`src/rtl/line_mem_arbiter.sv`:
```
`default_nettype none
// ============================================================================
// Module : line_mem_arbiter
// Brief  : Arbitrates icache/dcache full-line requests onto the single burst
//          adaptor port and steers the line response back to its owner.
// Rev    : 1.0  initial release
// ============================================================================
module line_mem_arbiter #(
    parameter int STARVE_MAX = 4,
    parameter int LINE_W     = 256
) (
    input  logic              clk,
    input  logic              rst,

    input  logic [31:0]       i_addr,
    input  logic              i_read,
    output logic [LINE_W-1:0] i_rdata,
    output logic              i_resp,

    input  logic [31:0]       d_addr,
    input  logic              d_read,
    input  logic              d_write,
    input  logic [LINE_W-1:0] d_wdata,
    output logic [LINE_W-1:0] d_rdata,
    output logic              d_resp,

    input  logic              flush,

    output logic [31:0]       cla_addr,
    output logic              cla_read,
    output logic              cla_write,
    output logic [LINE_W-1:0] cla_wdata,
    input  logic [LINE_W-1:0] cla_rdata,
    input  logic              cla_resp,
    input  logic              cla_ready
);

    localparam int              SW           = $clog2(STARVE_MAX + 1);
    localparam logic [SW-1:0]   C_STREAK_MAX = SW'(STARVE_MAX);
    localparam logic [SW-1:0]   C_STREAK_ONE = SW'(1);

    localparam logic [1:0]      C_IDLE  = 2'd0;
    localparam logic [1:0]      C_ISSUE = 2'd1;
    localparam logic [1:0]      C_WAIT  = 2'd2;

    localparam logic            C_OWNER_D = 1'b0;
    localparam logic            C_OWNER_I = 1'b1;

    logic [1:0]        state_q,     state_d;
    logic              owner_q,     owner_d;
    logic [31:0]       req_addr_q,  req_addr_d;
    logic [LINE_W-1:0] req_wdata_q, req_wdata_d;
    logic              req_write_q, req_write_d;
    logic              squash_q,    squash_d;
    logic [SW-1:0]     streak_q,    streak_d;

    logic w_i_pend;
    logic w_d_pend;
    logic w_grant_i;
    logic w_grant_d;
    logic w_i_flush;
    logic w_squash;
    logic w_unused_addr_lsb;

    // A flush in the grant cycle hides the icache request from arbitration.
    assign w_i_pend  = i_read & ~flush;
    assign w_d_pend  = d_read | d_write;
    assign w_grant_i = w_i_pend & (~w_d_pend | (streak_q >= C_STREAK_MAX));
    assign w_grant_d = w_d_pend & ~w_grant_i;

    assign w_i_flush = flush & (owner_q == C_OWNER_I);
    assign w_squash  = squash_q | w_i_flush;

    assign w_unused_addr_lsb = ^{i_addr[4:0], d_addr[4:0]};

    // ------------------------------------------------------------------------
    // State register
    // ------------------------------------------------------------------------
    always_ff @(posedge clk or negedge rst) begin
        if (!rst) begin
            state_q     <= C_IDLE;
            owner_q     <= C_OWNER_D;
            req_addr_q  <= '0;
            req_wdata_q <= '0;
            req_write_q <= 1'b0;
            squash_q    <= 1'b0;
            streak_q    <= '0;
        end else begin
            state_q     <= state_d;
            owner_q     <= owner_d;
            req_addr_q  <= req_addr_d;
            req_wdata_q <= req_wdata_d;
            req_write_q <= req_write_d;
            squash_q    <= squash_d;
            streak_q    <= streak_d;
        end
    end

    // ------------------------------------------------------------------------
    // Next-state logic
    // ------------------------------------------------------------------------
    always_comb begin
        state_d     = state_q;
        owner_d     = owner_q;
        req_addr_d  = req_addr_q;
        req_wdata_d = req_wdata_q;
        req_write_d = req_write_q;
        squash_d    = squash_q;
        streak_d    = streak_q;

        case (state_q)
            C_IDLE: begin
                if (w_grant_i || w_grant_d) begin
                    state_d     = C_ISSUE;
                    owner_d     = w_grant_i ? C_OWNER_I : C_OWNER_D;
                    req_addr_d  = w_grant_i ? {i_addr[31:5], 5'b0} : {d_addr[31:5], 5'b0};
                    req_wdata_d = d_wdata;
                    // Simultaneous read+write from dcache resolves to a write.
                    req_write_d = w_grant_d & d_write;
                    squash_d    = 1'b0;
                    if (w_grant_d && i_read) begin
                        streak_d = (streak_q >= C_STREAK_MAX) ? C_STREAK_MAX
                                                              : streak_q + C_STREAK_ONE;
                    end else begin
                        streak_d = '0;
                    end
                end
            end

            C_ISSUE: begin
                if (cla_ready) begin
                    state_d  = C_WAIT;
                    squash_d = w_i_flush;
                end else if (w_i_flush) begin
                    state_d  = C_IDLE;
                end
            end

            C_WAIT: begin
                if (cla_resp) begin
                    state_d  = C_IDLE;
                    squash_d = 1'b0;
                end else if (w_i_flush) begin
                    squash_d = 1'b1;
                end
            end

            default: begin
                state_d = C_IDLE;
            end
        endcase
    end

    // ------------------------------------------------------------------------
    // Output logic
    // ------------------------------------------------------------------------
    always_comb begin
        cla_read  = 1'b0;
        cla_write = 1'b0;
        i_resp    = 1'b0;
        d_resp    = 1'b0;

        case (state_q)
            C_ISSUE: begin
                cla_read  = ~req_write_q;
                cla_write =  req_write_q;
            end

            C_WAIT: begin
                // A squashed fetch still consumes the adaptor response.
                if (cla_resp && !w_squash) begin
                    i_resp = (owner_q == C_OWNER_I);
                    d_resp = (owner_q == C_OWNER_D);
                end
            end

            default: begin
                cla_read  = 1'b0;
                cla_write = 1'b0;
            end
        endcase
    end

    assign cla_addr  = req_addr_q;
    assign cla_wdata = req_wdata_q;
    assign i_rdata   = cla_rdata;
    assign d_rdata   = cla_rdata;

endmodule
`default_nettype wire
```
`config.mk`:
```
export PLATFORM = sky130hd
export DESIGN_NAME = line_mem_arbiter
export DESIGN_NICKNAME = d
export VERILOG_FILES = /design/src/rtl/line_mem_arbiter.sv
export SDC_FILE = /design/constraint.sdc
export NUM_CORES = 1
export LEC_CHECK = 0
export CAP_MARGIN = 5
export CORE_AREA = 2 2 546 548
export CTS_BUF_LIST = sky130_fd_sc_hd__clkbuf_2
export CTS_CLUSTER_DIAMETER = 80
export DETAILED_ROUTE_END_ITERATION = 16
export DIE_AREA = 0 0 548 550
export PLACE_DENSITY = 0.35
export SLEW_MARGIN = 10
export SYNTH_ARGS = -nofsm -noshare
export SYNTH_HDL_FRONTEND = slang
export SYNTH_SLANG_ARGS = --single-unit
```
`constraint.sdc`:
```
create_clock -name clk -period 2.45 [get_ports clk]
set_clock_uncertainty 0.15 [all_clocks]
set_input_delay 0.49 -clock clk [delete_from_list [all_inputs] [get_ports clk]]
set_output_delay 0.49 -clock clk [all_outputs]
set_load 0.005 [all_outputs]
```
==> out/qor.yml <==
worstPathRequired_ns: 1.81
die_h_um: 550
hpwl_um: 138000
cts.path.max_buffers: 3
cts_tree: "yes"
post-route-period-util_pct: 135
drt_first_iter_violations: 266
ys_types: 26
routed_wl_um: 156000
hold_ws_ns: 0.267
num_vias: 12600
portBuffers: 604
design_area_um2: 28300
die_w_um: 548
max_cap_viol_count: 0
critPathSlowestCell: "dfrtp_1"
critPathTopFamily: "buffers and inverters"
drive_above_1_share_pct: 38.0
worstSkewPairLatency_ns: 1.34
synth_seq_cells: 291
cts_htree_levels: 3
timing.fmax_mhz: 303
area_growth_syn_to_layout_pct: 87.5
dpl.cell_count: 5274
power.density_nw_per_um2: 935
leakagePower_nw: 10.9
start_util_pct: 5.11
grt_usage_pct: 9.99
dpl_worst_slack_ns: -0.209
wl_per_cell_um: 25.8
slowest_delay_ns: 0.39
cp_max_fo: 2
first_global_vias: 13500
final.setup.worst_slack_ns: -0.846
vias_per_cell: 2.09
hold_viol_final: 0
io_pins: 1388
peakVddDrop_mv: 0.491
fin_cells: 6035
failed_checks: "negative setup slack"
fin_nets: 2561
grt_pass1_wl_um: 187000
fin_crit_ns: 3.30
clk_pin_slew_ns: 0.11
worstPathArrival_ns: 2.66
place_congestion: 0.730
dieArea_um2: 301000
drtPass1Iterations: 4
overflow: 0
cp.buffers_inverters: 4
yosys_warnings: 0
tightest_slew_ns: 0.641
cts.sinks: 291
drv_slew: 0
rows: 200
hold_class: "in -> reg"
numCtsBuffers: 90
synth_seq_area_share_pct: 48.2
synth.avg_cell_area_um2: 12.2
antenna_found_initial: 161
endpoint_kind: "output port"
synth_cells: 1234
drc: 0
outcome: "complete, but fails checks"
crit_chain: "inv_1 -> ha_2 -> nand3b_1 -> buf_4 -> nor3b_4 -> buf_6 -> buf_12"
rsz0062_at_grt: "true"
grt_max_degree: 53
cts_root_buf: "clkbuf_2"
start_kind: "register"
setup_violations: 211
ant_nets: 0
crit_type: "reg -> out"
synthesis.area_um2: 15100
core_area_um2: 296000
place_area_um2: 22600
slew_headroom_pct: 57.2
==> path summary, 6_finish.rpt <==
| path | from | end | slack, ns | cells after the start |
|---|---|---|---|---|
| hold / removal | d_wdata[212] | cla_wdata[212] | 0.27 | 3 |
| setup / recovery | state_q[0] | i_resp | -0.85 | 7 |
| min in group asynchronous | rst | cla_wdata[155] | 0.73 | 5 |
| hold reg to reg | cla_addr[5] | cla_addr[5] | 0.33 | 2 |
| max in group asynchronous | rst | cla_wdata[175] | 0.71 | 6 |
| setup reg to reg | state_q[1] | streak_q[2] | 0.21 | 8 |
==> placed cells by master, fill, tap and decap left out, types with 2 or more instances in the layout <==
cell / n
clkdlybuf4s50_1: 316
nand3_1: 4
buf_6: 134
o21ai_0: 31
nor2b_1: 2
dfrtp_1: 288
mux2_1: 40
dlygate4sd3_1: 479
diode_2: 60
a32o_1: 2
clkinv_2: 7
nand2_1: 35
inv_1: 5
buf_2: 154
ha_1: 3
mux2i_1: 27
buf_4: 96
nand3b_1: 2
a22o_1: 2
buf_12: 16
mux2_2: 218
conb_1: 5
clkinv_1: 14
clkbuf_2: 128
inv_6: 4
nand2b_1: 2
dfrtp_2: 3
==> cell type report <==
type	instances	area (um2)
inverter	6	25.0
fill	34100	267000
timing repair buffer	1197	11300
clock inverter	28	180
antenna	60	150
sequential	291	7290
multi-input combinational	386	3770
clock buffer	128	641
tap	3939	4930
==> registers in the layout, summed over array words and instances, names as in the netlist <==
register and flops:
cla_addr 27, cla_wdata 256, owner_q 1, req_write_q 1
squash_q 1, state_q 2, streak_q 3
==> routing by layer <==
| metal | track usage, % | share of wire, % | up-vias |
|---|---|---|---|
| met5 | 1.41 | 0.91 | - |
| met4 | 2.79 | 2.8 | 154 |
| met3 | 11.0 | 23 | 354 |
| met2 | 16.2 | 46 | 1367 |
| met1 | 7.72 | 27 | 5559 |
| li1 | - | - | 5151 |
==> timing repair <==
| action | CTS | global route |
|---|---|---|
| hold buffers | 480 | 0 |
| pin swaps | 2 | 0 |
| endpoints found under the hold margin | 582 | 0 |
| resized for setup | 1465 | 9 |
| gates cloned | 0 | 0 |
| buffers inserted | 42 | 23 |
| setup endpoints to repair | 287 | 288 |
==> Yosys cell counts <==
cell	n	share of area (%)
nor3_1	1	0.033
a21boi_0	1	0.050
mux2_1	40	3.0
nand3_1	4	0.13
a32o_1	2	0.13
nor2b_1	2	0.083
dfrtp_1	291	48
mux2i_1	27	1.8
nand2_1	35	0.87
nand3b_1	2	0.099
buf_2	26	0.86
clkbuf_1	4	0.099
buf_4	525	26
o31ai_1	1	0.050
conb_1	1	0.025
nand2b_1	2	0.083
a22o_1	2	0.12
nor3b_1	1	0.050
ha_1	5	0.41
mux2_2	218	16
o21ai_0	32	1.1
inv_1	6	0.15
and2_1	1	0.041
nor2_1	3	0.075
o31ai_4	1	0.14
a31oi_1	1	0.041
==> where the power goes <==
part	leakage [nW]	internal [mW]	switching, mW
sequential	3.42	7.27	1.57
clock	0.627	1.57	2.78
combinational	6.87	7.57	5.70
total	10.9	16.4	10.1
==> worst min-delay path: stages <==
cell	delay [ns]
dlygate4sd3_1	0.52
clkdlybuf4s50_1	0.46
mux2_2	0.13
==> cells by family after synthesis <==
kind of cell | count (synthesis) | share of synthesized area [%]
muxes | 285 | 21.0
buffers and inverters | 561 | 27.2
AOI/OAI and AO/OA | 40 | 1.59
DFF | 291 | 48.2
and+or+nand+nor | 51 | 1.47
other | 1 | 0.0248
adders and majority gates | 5 | 0.414
==> per-stage QoR <==
step / power [mW] / setup TNS [ns] / utilization [%]
after global routing: 28.7 / -87.03 / 9.55
after global placement: 22.3 / -19.17 / 7.64
after CTS: 27.6 / -104.70 / 9.45
after floorplan: 13.4 / 0 / -
final: 26.5 / -13.42 / 9.58
after detailed placement: 22.3 / -27.26 / 7.64
Power figures use the tool's default switching activity.
